## src/rtl/mips_multicycle_ctrl_pkg.sv

```systemverilog
// Shared encodings for the multicycle MIPS control path: FSM states, opcode and
// funct fields, ALU control codes and datapath mux selects.
package mips_ctrl_pkg;

    typedef enum logic [3:0] {
        FETCH   = 4'd0,
        DECODE  = 4'd1,
        MEMADR  = 4'd2,
        MEMRD   = 4'd3,
        MEMWB   = 4'd4,
        MEMWR   = 4'd5,
        EXECUTE = 4'd6,
        ALUWB   = 4'd7,
        BRANCH  = 4'd8,
        ADDIEX  = 4'd9,
        ADDIWB  = 4'd10,
        JUMP    = 4'd11
    } state_t;

    localparam logic [5:0] OP_RTYPE = 6'b000000;
    localparam logic [5:0] OP_LW    = 6'b100011;
    localparam logic [5:0] OP_SW    = 6'b101011;
    localparam logic [5:0] OP_BEQ   = 6'b000100;
    localparam logic [5:0] OP_ADDI  = 6'b001000;
    localparam logic [5:0] OP_J     = 6'b000010;

    localparam logic [5:0] FN_ADD = 6'b100000;
    localparam logic [5:0] FN_SUB = 6'b100010;
    localparam logic [5:0] FN_AND = 6'b100100;
    localparam logic [5:0] FN_OR  = 6'b100101;
    localparam logic [5:0] FN_SLT = 6'b101010;

    localparam logic [2:0] ALU_ADD = 3'b010;
    localparam logic [2:0] ALU_SUB = 3'b110;
    localparam logic [2:0] ALU_AND = 3'b000;
    localparam logic [2:0] ALU_OR  = 3'b001;
    localparam logic [2:0] ALU_SLT = 3'b111;

    // ALU operation class handed to alu_decoder by the main FSM.
    localparam logic [1:0] ALUOP_ADD   = 2'b00;
    localparam logic [1:0] ALUOP_SUB   = 2'b01;
    localparam logic [1:0] ALUOP_FUNCT = 2'b10;

    localparam logic [1:0] SRCB_REG     = 2'b00;
    localparam logic [1:0] SRCB_FOUR    = 2'b01;
    localparam logic [1:0] SRCB_IMM     = 2'b10;
    localparam logic [1:0] SRCB_IMM_SH2 = 2'b11;

    localparam logic [1:0] PCSRC_ALU    = 2'b00;
    localparam logic [1:0] PCSRC_ALUOUT = 2'b01;
    localparam logic [1:0] PCSRC_JUMP   = 2'b10;

    function automatic logic [2:0] funct_to_alu(input logic [5:0] fn);
        case (fn)
            FN_ADD:  return ALU_ADD;
            FN_SUB:  return ALU_SUB;
            FN_AND:  return ALU_AND;
            FN_OR:   return ALU_OR;
            FN_SLT:  return ALU_SLT;
            default: return ALU_ADD;
        endcase
    endfunction

endpackage

```

## src/rtl/mips_multicycle_ctrl_if.sv

```systemverilog
// Controller <-> datapath bundle: instruction fields and status in, selects and
// enables out. mem_read/mem_write are level requests; the access completes in
// the cycle mem_ready is high, and the requester holds the request until then.
interface mips_multicycle_ctrl_if #(
    parameter int OP_W = 6,
    parameter int FN_W = 6
);
    logic [OP_W-1:0] opcode;
    logic [FN_W-1:0] funct;
    logic            zero;
    logic            mem_ready;

    logic            pc_en;
    logic            iord;
    logic            mem_write;
    logic            mem_read;
    logic            ir_write;
    logic            reg_dst;
    logic            mem_to_reg;
    logic            reg_write;
    logic            alu_src_a;
    logic [1:0]      alu_src_b;
    logic [2:0]      alu_ctrl;
    logic [1:0]      pc_src;
    logic            illegal_op;

    modport master (
        input  opcode, funct, zero, mem_ready,
        output pc_en, iord, mem_write, mem_read, ir_write, reg_dst, mem_to_reg,
               reg_write, alu_src_a, alu_src_b, alu_ctrl, pc_src, illegal_op
    );

    modport slave (
        output opcode, funct, zero, mem_ready,
        input  pc_en, iord, mem_write, mem_read, ir_write, reg_dst, mem_to_reg,
               reg_write, alu_src_a, alu_src_b, alu_ctrl, pc_src, illegal_op
    );
endinterface

```

## src/rtl/mips_multicycle_ctrl_alu_decoder.sv

```systemverilog
// ALU control decoder: maps the FSM's operation class and the funct field to
// the 3-bit ALU control code. Shared with the single-cycle core.
module alu_decoder
    import mips_ctrl_pkg::*;
#(
    parameter int FN_W = 6
) (
    input  logic [1:0]      alu_op,
    input  logic [FN_W-1:0] funct,
    output logic [2:0]      alu_ctrl
);

    always_comb begin
        alu_ctrl = ALU_ADD;
        case (alu_op)
            ALUOP_ADD:   alu_ctrl = ALU_ADD;
            ALUOP_SUB:   alu_ctrl = ALU_SUB;
            ALUOP_FUNCT: alu_ctrl = funct_to_alu(funct);
            default:     alu_ctrl = ALU_ADD;
        endcase
    end

endmodule

```

## src/rtl/mips_multicycle_ctrl.sv

```systemverilog
// Moore main control FSM for the multicycle MIPS datapath; one state register,
// all outputs decoded from the current state (plus zero/mem_ready where used).
module mips_multicycle_ctrl
    import mips_ctrl_pkg::*;
#(
    parameter int OP_W = 6,
    parameter int FN_W = 6
) (
    input  logic                   clk,
    input  logic                   reset,
    mips_multicycle_ctrl_if.master bus,
    output logic [3:0]             state_o
);

    state_t          state;
    state_t          state_next;
    logic [OP_W-1:0] opcode;
    logic [FN_W-1:0] funct;
    logic            zero;
    logic            mem_ready;

    logic            pc_en;
    logic            iord;
    logic            mem_write;
    logic            mem_read;
    logic            ir_write;
    logic            reg_dst;
    logic            mem_to_reg;
    logic            reg_write;
    logic            alu_src_a;
    logic [1:0]      alu_src_b;
    logic [1:0]      alu_op;
    logic            alu_active;
    logic [2:0]      dec_ctrl;
    logic [1:0]      pc_src;
    logic            illegal_op;

    assign opcode    = bus.opcode;
    assign funct     = bus.funct;
    assign zero      = bus.zero;
    assign mem_ready = bus.mem_ready;

    always_ff @(posedge clk) begin
        if (reset) begin
            state <= FETCH;
        end else begin
            state <= state_next;
        end
    end

    always_comb begin
        state_next = state;
        pc_en      = 1'b0;
        iord       = 1'b0;
        mem_write  = 1'b0;
        mem_read   = 1'b0;
        ir_write   = 1'b0;
        reg_dst    = 1'b0;
        mem_to_reg = 1'b0;
        reg_write  = 1'b0;
        alu_src_a  = 1'b0;
        alu_src_b  = SRCB_REG;
        alu_op     = ALUOP_ADD;
        alu_active = 1'b0;
        pc_src     = PCSRC_ALU;
        illegal_op = 1'b0;

        case (state)
            FETCH: begin
                mem_read   = 1'b1;
                alu_src_b  = SRCB_FOUR;
                alu_active = 1'b1;
                ir_write   = mem_ready;
                pc_en      = mem_ready;
                if (mem_ready) state_next = DECODE;
            end
            DECODE: begin
                // Speculatively compute the branch target into ALUOut.
                alu_src_b  = SRCB_IMM_SH2;
                alu_active = 1'b1;
                case (opcode)
                    OP_LW, OP_SW: state_next = MEMADR;
                    OP_RTYPE:     state_next = EXECUTE;
                    OP_BEQ:       state_next = BRANCH;
                    OP_ADDI:      state_next = ADDIEX;
                    OP_J:         state_next = JUMP;
                    default: begin
                        state_next = FETCH;
                        illegal_op = 1'b1;
                    end
                endcase
            end
            MEMADR: begin
                alu_src_a  = 1'b1;
                alu_src_b  = SRCB_IMM;
                alu_active = 1'b1;
                state_next = (opcode == OP_LW) ? MEMRD : MEMWR;
            end
            MEMRD: begin
                mem_read = 1'b1;
                iord     = 1'b1;
                if (mem_ready) state_next = MEMWB;
            end
            MEMWB: begin
                mem_to_reg = 1'b1;
                reg_write  = 1'b1;
                state_next = FETCH;
            end
            MEMWR: begin
                mem_write = 1'b1;
                iord      = 1'b1;
                if (mem_ready) state_next = FETCH;
            end
            EXECUTE: begin
                alu_src_a  = 1'b1;
                alu_op     = ALUOP_FUNCT;
                alu_active = 1'b1;
                state_next = ALUWB;
            end
            ALUWB: begin
                reg_dst    = 1'b1;
                reg_write  = 1'b1;
                state_next = FETCH;
            end
            BRANCH: begin
                alu_src_a  = 1'b1;
                alu_op     = ALUOP_SUB;
                alu_active = 1'b1;
                pc_src     = PCSRC_ALUOUT;
                pc_en      = zero;
                state_next = FETCH;
            end
            ADDIEX: begin
                alu_src_a  = 1'b1;
                alu_src_b  = SRCB_IMM;
                alu_active = 1'b1;
                state_next = ADDIWB;
            end
            ADDIWB: begin
                reg_write  = 1'b1;
                state_next = FETCH;
            end
            JUMP: begin
                pc_src     = PCSRC_JUMP;
                pc_en      = 1'b1;
                state_next = FETCH;
            end
            default: state_next = FETCH;
        endcase

        // Reset kills every enable and parks the selects on their FETCH values.
        if (reset) begin
            pc_en      = 1'b0;
            mem_write  = 1'b0;
            mem_read   = 1'b0;
            ir_write   = 1'b0;
            reg_write  = 1'b0;
            illegal_op = 1'b0;
            iord       = 1'b0;
            reg_dst    = 1'b0;
            mem_to_reg = 1'b0;
            alu_src_a  = 1'b0;
            alu_src_b  = SRCB_FOUR;
            alu_op     = ALUOP_ADD;
            alu_active = 1'b1;
            pc_src     = PCSRC_ALU;
        end
    end

    alu_decoder #(.FN_W(FN_W)) u_alu_decoder (
        .alu_op   (alu_op),
        .funct    (funct),
        .alu_ctrl (dec_ctrl)
    );

    assign bus.pc_en      = pc_en;
    assign bus.iord       = iord;
    assign bus.mem_write  = mem_write;
    assign bus.mem_read   = mem_read;
    assign bus.ir_write   = ir_write;
    assign bus.reg_dst    = reg_dst;
    assign bus.mem_to_reg = mem_to_reg;
    assign bus.reg_write  = reg_write;
    assign bus.alu_src_a  = alu_src_a;
    assign bus.alu_src_b  = alu_src_b;
    // States that do not use the ALU present a zero control code.
    assign bus.alu_ctrl   = alu_active ? dec_ctrl : 3'b000;
    assign bus.pc_src     = pc_src;
    assign bus.illegal_op = illegal_op;
    assign state_o        = state;

endmodule
```

## src/flat_wrapper.sv

```systemverilog
// flat-port wrapper written by rule: the top's interface ports become plain ports
module mips_multicycle_ctrl_flat import mips_ctrl_pkg::*;
#(
    parameter int OP_W = 6,
    parameter int FN_W = 6
)
  (clk, reset, state_o, bus_opcode, bus_funct, bus_zero, bus_mem_ready, bus_pc_en, bus_iord, bus_mem_write, bus_mem_read, bus_ir_write, bus_reg_dst, bus_mem_to_reg, bus_reg_write, bus_alu_src_a, bus_alu_src_b, bus_alu_ctrl, bus_pc_src, bus_illegal_op);
  mips_multicycle_ctrl_if #(.OP_W(OP_W), .FN_W(FN_W)) bus_i ();
  input  logic clk;
  input  logic reset;
  output logic [3:0] state_o;
  input wire logic [$bits(bus_i.opcode)-1:0] bus_opcode;
  input wire logic [$bits(bus_i.funct)-1:0] bus_funct;
  input wire logic [$bits(bus_i.zero)-1:0] bus_zero;
  input wire logic [$bits(bus_i.mem_ready)-1:0] bus_mem_ready;
  output wire logic [$bits(bus_i.pc_en)-1:0] bus_pc_en;
  output wire logic [$bits(bus_i.iord)-1:0] bus_iord;
  output wire logic [$bits(bus_i.mem_write)-1:0] bus_mem_write;
  output wire logic [$bits(bus_i.mem_read)-1:0] bus_mem_read;
  output wire logic [$bits(bus_i.ir_write)-1:0] bus_ir_write;
  output wire logic [$bits(bus_i.reg_dst)-1:0] bus_reg_dst;
  output wire logic [$bits(bus_i.mem_to_reg)-1:0] bus_mem_to_reg;
  output wire logic [$bits(bus_i.reg_write)-1:0] bus_reg_write;
  output wire logic [$bits(bus_i.alu_src_a)-1:0] bus_alu_src_a;
  output wire logic [$bits(bus_i.alu_src_b)-1:0] bus_alu_src_b;
  output wire logic [$bits(bus_i.alu_ctrl)-1:0] bus_alu_ctrl;
  output wire logic [$bits(bus_i.pc_src)-1:0] bus_pc_src;
  output wire logic [$bits(bus_i.illegal_op)-1:0] bus_illegal_op;
  assign bus_i.opcode = bus_opcode;
  assign bus_i.funct = bus_funct;
  assign bus_i.zero = bus_zero;
  assign bus_i.mem_ready = bus_mem_ready;
  assign bus_pc_en = bus_i.pc_en;
  assign bus_iord = bus_i.iord;
  assign bus_mem_write = bus_i.mem_write;
  assign bus_mem_read = bus_i.mem_read;
  assign bus_ir_write = bus_i.ir_write;
  assign bus_reg_dst = bus_i.reg_dst;
  assign bus_mem_to_reg = bus_i.mem_to_reg;
  assign bus_reg_write = bus_i.reg_write;
  assign bus_alu_src_a = bus_i.alu_src_a;
  assign bus_alu_src_b = bus_i.alu_src_b;
  assign bus_alu_ctrl = bus_i.alu_ctrl;
  assign bus_pc_src = bus_i.pc_src;
  assign bus_illegal_op = bus_i.illegal_op;
  mips_multicycle_ctrl #(.OP_W(OP_W), .FN_W(FN_W)) u_core (.clk(clk), .reset(reset), .bus(bus_i), .state_o(state_o));
endmodule
```

## config.mk

```make
export PLATFORM = sky130hd
export DESIGN_NAME = mips_multicycle_ctrl_flat
export DESIGN_NICKNAME = d
export VERILOG_FILES = /design/src/rtl/mips_multicycle_ctrl_pkg.sv /design/src/rtl/mips_multicycle_ctrl_if.sv /design/src/rtl/mips_multicycle_ctrl_alu_decoder.sv /design/src/rtl/mips_multicycle_ctrl.sv /design/src/flat_wrapper.sv
export SDC_FILE = /design/constraint.sdc
export NUM_CORES = 1
export LEC_CHECK = 0
export CAP_MARGIN = 20
export CORE_AREA = 4 4 51 53
export CTS_BUF_LIST = sky130_fd_sc_hd__clkbuf_8 sky130_fd_sc_hd__clkbuf_16
export CTS_CLUSTER_SIZE = 30
export DETAILED_ROUTE_END_ITERATION = 7
export DIE_AREA = 0 0 55 57
export GPL_TIMING_DRIVEN = 1
export PLACE_DENSITY = 0.73
export SETUP_SLACK_MARGIN = 0.3
export SLEW_MARGIN = 20
export SYNTH_ARGS = -nofsm -noshare
export SYNTH_HDL_FRONTEND = slang
export SYNTH_SLANG_ARGS = --single-unit
```

## constraint.sdc

```tcl
create_clock -name clk -period 1.9 [get_ports clk]
set_input_delay 0.38 -clock clk [delete_from_list [all_inputs] [get_ports clk]]
set_output_delay 0.38 -clock clk [all_outputs]
set_load 0.01 [all_outputs]
```

# Word level (Yosys, flattened, before mapping)
# Cells that the tools add are included.
# totals
ramBits	0
input_bits	16
latch_bits	0
rom_bits	0
mem_count	0
out_inout_bits	21
ff_bits	4
# classes
div_mod_pow	0
order_cmp	0
n_mux	38
mul	0
n_reduce_logical	11
shift	0
addsub	0
bitwise_logic	0
n_eq_ne	25
# ops
operator	count
== test 6 bit (second input constant)	6
case mux 4 bit (7 select lines)	1
two-way mux 1 bit	22
case mux 4 bit (5 select lines)	1
== test 4 x 3 -> 1 bit (second input constant)	4
== test 4 bit (second input constant)	4
two-way mux 4 bit	3
case mux 3 bit (4 select lines)	1
OR reduction 6 bit	2
== test 4 x 2 -> 1 bit (second input constant)	2
case mux 2 bit (2 select lines)	2
OR reduction 2 bit	4
== test 6 x 2 -> 1 bit (second input constant)	1
== test 6 x 3 -> 1 bit (second input constant)	1
== test 6 x 4 -> 1 bit (second input constant)	1
zero test 6 bit	1
two-way mux 2 bit	3
two-way mux 3 bit	2
!= test 2 bit (second input constant)	3
case mux 2 bit (3 select lines)	1
case mux 3 bit (2 select lines)	1
== test 4 x 1 -> 1 bit (second input constant)	1
zero test 4 bit	1
OR reduction 4 bit	1
5 further kinds	5

# Longest topological paths before layout
# depth
ltp_word	6
mapped_depth	10
depth_no_buf	9

# Modules after synthesis
# A second synthesis with hierarchy kept.
# hier_totals
hier_cells	103
hier_area_um2	735.7
# by_module_without_submodules
mod	cells_each	n_inst	seq_area_each_um2	area_per_inst_um2
mips_multicycle_ctrl	88	1	80.1	618.1
alu_decoder	15	1	0.0	117.6

# Worst setup path after synthesis
# OpenSTA, ideal clock, no wires.
# synth_timing
path_type	flip-flop to output port
startpoint	register u_core.state[1], in the netlist u_core.state_o[1]
endpoint	output port bus_alu_ctrl[2]
slack_ns	-0.460
arrival_ns	1.980
required_ns	1.520
path_stages_with_launch	11
path_cell_list	dfxtp_1 clkbuf_1 or2b_2 nor2_1 nand2_1 inv_1 ha_1 inv_1 nor4_1 nor2_1 nor3_1
# synth_via
elab_chain_cells	6
# synth_rtl
element	line	rtl
start, declared	mips_multicycle_ctrl.sv:15	state_t state;
start signal, assigned	mips_multicycle_ctrl.sv:47	state <= state_next;
== test 4 bit / == test 4 x 3 -> 1 bit (equally long branches)	mips_multicycle_ctrl.sv:68	case (state)
case mux 2 bit (2 select lines)	mips_multicycle_ctrl.sv:68	
two-way mux 2 bit	mips_multicycle_ctrl.sv:152	if (reset) begin
== test 2 bit / == test 2 x 1 -> 1 bit (equally long branches)	--	
case mux 3 bit (2 select lines)	mips_multicycle_ctrl_alu_decoder.sv:15	case (alu_op)
two-way mux 3 bit (*)	mips_multicycle_ctrl.sv:187	assign bus.alu_ctrl = alu_active ? dec_ctrl : 3'b000;
end, declared	flat_wrapper.sv:26	output wire logic [$bits(bus_i.alu_ctrl)-1:0] bus_alu_ctrl;
# Mark *: on every way between the ends. The rest lies on a longest branch, timed or not.

# Worst setup path in the final report
# Ends and elaborated chain as after synthesis.

==> metrics list <==
- Mean area per synthesized cell: between 6 and 7 sq um
- In the post-route analysis, the smallest setup slack over all paths is -0.2687 ns.
- Clock Power Share: between 40% and 50%
- Placed wire-length estimate: ~2000 um
- Across the VDD grid, the largest voltage drop is between 0.3 and 0.4 mV.
- I/O Buffers: 36
- Remaining DRCs: 0
- Per report_power, the sequential group accounts for a little under a fifth of the total.
- Static timing analysis puts the maximum clock frequency at 461.1 MHz.
- Leading cell types in the layout, fill and taps excluded: sky130_fd_sc_hd__buf_4, sky130_fd_sc_hd__buf_2, sky130_fd_sc_hd__buf_6, sky130_fd_sc_hd__nor2_1, sky130_fd_sc_hd__clkdlybuf4s50_1
* Unique masters post-synth: 41
- Dividing the final minimum period by the clock period gives 114.1%.
* # IOs: 37
* Clock root buffer: sky130_fd_sc_hd__clkbuf_8
* Post-route ant nets: 0
- At the worst endpoint, the required time is around 1.5 ns.
* Final std cell area, no fill: 1719 sq um
* Initial antenna violation count: 0
- By instance count, the cell type seen most on the critical path is sky130_fd_sc_hd__inv_2.
- Initial cell density of the core: between 30% and 40%
* Register area share after synthesis: between 10 and 15%
* Number of flip-flops under the largest register name: 4
- Post-Syn Instances: about 110
- Floorplan row count: 17
- The routed layout has 1,244 vias.
* Clk Latency, worst-skew pair: approximately 0.23 ns
- Number of flops mapped to enable cells by yosys: 0
- The number of clock buffers added by TritonCTS is 3.
* Die boundary width: between 50 and 60 um
- Drt total wl: between 3000 and 4000 um
* Fraction of final layout cells sized beyond drive strength 1: between 60% and 70%
- The smallest clock period supported by the final layout is computed as 2.169 ns.
- CTS saw 4 sinks.
- Data on the critical path arrives at its endpoint at about 1.8 ns.
- Total number of yosys warnings: 0
- In this run the critical register-to-register path is captured at u_core.state_o[2]$_SDFFE_PP0P_.
* Fraction of power consumed by combinational cells: between 40% and 50%
* # diodes: 0
- Global routing consumed, over all layers together, a little over a fifth of the routing resources.
* Initial DRC count: 32
- Walking the worst path, the cells encountered are or2b_4, nor2_4, nand2_2, inv_2, ha_4, inv_2, nor4_4, nor2_1, nor3_2, buf_2.
- Source of the critical timing path: u_core.state_o[1]$_SDFFE_PP0P_
- Clock skew on the completed layout was measured at approximately 0.0036 ns.
- Category of the worst setup path capture point: primary output
* Post-synthesis instance area: between 700 and 800 sq um
* Reg-to-reg slack, setup: about 0.23 ns
- Clock-pin slew on the worst setup and hold paths: 0.04 ns
- MaxCap Viol Count: 0
* Tightest slew margin relative to the limit: between 60% and 70%
- The min-delay analysis places its worst path in the category in2reg.
* DIE HEIGHT: 57 um
- Grouping stages by cell kind, the critical path spends the most delay in simple AND/OR/NAND/NOR gates.
- Dividing the detail-routed via count by the number of cells gives between 5 and 6.
* Hold Vio Cnt, Final: 0
* Unrepaired setup endpoints after global routing: yes
- By area the synthesized netlist is led by sky130_fd_sc_hd__dfxtp_1, sky130_fd_sc_hd__nor2_1, sky130_fd_sc_hd__nor3_1.
- Of the total power, the share spent switching nets is around a third.
* Net count after synthesis: 129
- After synthesis the netlist holds a flip-flop and latch count of 4.
- Net total in the final layout: between 200 and 250
* H-Tree Level Count: 1
- Outcome: finished, violations left
* Pin count of the biggest net entering global routing: 17
* Switching power summed over all nets: 0.1574 mW
- Counting along the longest clock path gives a buffer depth of 2.
* Total negative setup slack: -0.8261 ns
- TritonCTS built the clock tree.
* Synth area leader: sky130_fd_sc_hd__dfxtp_1
- Power Internal: around 0.33 mW
- In this run the worst path has a maximum fanout of 2.
- The core region is between 2000 and 2500 sq um.
- The largest individual stage delay along the critical path comes from the cell sky130_fd_sc_hd__dfxtp_2.
- Routability-driven placement finished with a final weighted congestion of about 0.87.
- In this run the number of cells on the critical path is 10.
- Leakage component of the power: between 0.7 and 0.8 nW
- Actual slew at the worst max-slew pin: approximately 0.47 ns
- Residual overflow from global routing: 0
- STA classifies the critical path startpoint as a flop.
* Depth of the worst register-to-register path: 7
- Proportion of synthesized flip-flops having asynchronous set or reset: 0%
- The first global-routing pass estimated ~5000 um of wire.
- Fraction of synthesized cell area taken by the top area cell type: between 10 and 15%
- Number of fillers in the final layout: between 100 and 150
- Capturing instance or port of the critical path: bus_alu_ctrl[2]
- Startpoint-to-endpoint class of the critical path: reg2out
- Pre-Repair DR Iteration Count: 4
* Hold path startpoint: bus_opcode[2]
- The die covers 3135 sq um.
- Reg-to-reg critical path startpoint: u_core.state_o[1]$_SDFFE_PP0P_
- For this run, the slowest stage of the critical path takes 0.31 ns.
- Post-Place Setup Slack: -0.9785 ns
* Flip-flop cell with the highest count after synthesis: sky130_fd_sc_hd__dfxtp_1
- Setup violators final: 10
* Routed length per instance: between 15 and 20 um
* Critical path buffers and inverters: 3
* Pins over their slew limit: 0
- Power density over cell area: approximately 280 nW/um^2
- Placement-stage cell area: between 1000 and 1500 sq um
- Violations in the final reports: negative setup slack
- From synthesis to final layout, the design area changed by 139.4%.
- Vias in the first global route: approximately 1,200
- Most common cell after layout, fill and taps aside: sky130_fd_sc_hd__buf_4
final cells by class:
cell class,instances,area [sq um],area share [%]
multi-input cells,96,824.5,47.96
inverters,3,11.26,0.6550
flip-flops and latches,4,87.58,5.095
repair buffers,87,719.4,41.85
well taps,28,35.03,2.038
clock buffers,3,41.29,2.402
what timing repair did:
action                     4_1_cts  5_1_grt
gates resized for setup        124       45
buffers inserted                14        5
setup endpoints to repair       24       22
hold buffers                     0        0
pin swaps                       14       12
layer usage:
metal / GRT usage (%) / share of wire, %
met3: 2.872 / 4.6
met2: 39.86 / 53
met4: 9.028 / 5.6
met1: 23.42 / 37
met5: 0 / 0
Yosys cell counts, drive strengths merged, types with 3 or more instances:
cell type / number
nor2: 21
nor3: 11
a21oi: 7
nand2: 7
nand2b: 5
o21ai: 5
a31oi: 4
and3: 4
clkbuf: 4
dfxtp: 4
buf: 3
inv: 3
per-stage QoR:
step / instances / power (mW) / hold slack (ns) / utilization, %
6_report: 221 / 0.4845 / 0.5718 / 80.02
5_1_grt: 221 / 0.5001 / 0.5989 / 80.02
4_1_cts: 216 / 0.4443 / 0.5661 / 71.75
3_5_place_dp: 199 / 0.2423 / 0.6997 / 62.03
3_3_place_gp: 199 / 0.2403 / 0.6909 / 62.03
2_1_floorplan: 111 / 0.1431 / 0.4689 / -
worst min-delay path, delay by kind of cell:
family                 cells  cell delay (ns)
AND/OR/NAND/NOR            1             0.08
buffers and inverters      2             0.24
AO/OA/AOI/OAI              1             0.07
worst min-delay path by stage:
stage / endpoint / slack, ns / depth (start not counted)
floorplan: u_core.state_o[3]$_SDFFE_PP0P_ / 0.47 / 1
global placement: u_core.state_o[3]$_SDFFE_PP0P_ / 0.69 / 2
detailed placement: u_core.state_o[3]$_SDFFE_PP0P_ / 0.70 / 2
CTS: u_core.state_o[1]$_SDFFE_PP0P_ / 0.57 / 5
global route: u_core.state_o[1]$_SDFFE_PP0P_ / 0.60 / 5
finish: u_core.state_o[3]$_SDFFE_PP0P_ / 0.57 / 4
power by group through the flow:
stage / Sequential, mW / Clock [mW] / Combinational, mW
2_1_floorplan: 0.0911 / 0 / 0.0520
3_5_place_dp: 0.0895 / 0 / 0.153
4_1_cts: 0.0883 / 0.191 / 0.165
6_report: 0.0880 / 0.202 / 0.195
5_1_grt: 0.0880 / 0.207 / 0.205
3_3_place_gp: 0.0895 / 0 / 0.151
logic make-up after synthesis:
logic type | Yosys count | share of synthesized area [%]
XOR/XNOR | 2 | 2.439
buffers and inverters | 11 | 10.45
flip-flops | 4 | 11.15
adder cells (fa/ha/maj) | 2 | 3.484
AO/OA/AOI/OAI | 25 | 22.47
multiplexers | 1 | 1.394
AND/OR/NAND/NOR | 66 | 48.61
No activity file was read; power rests on OpenSTA's default activity.
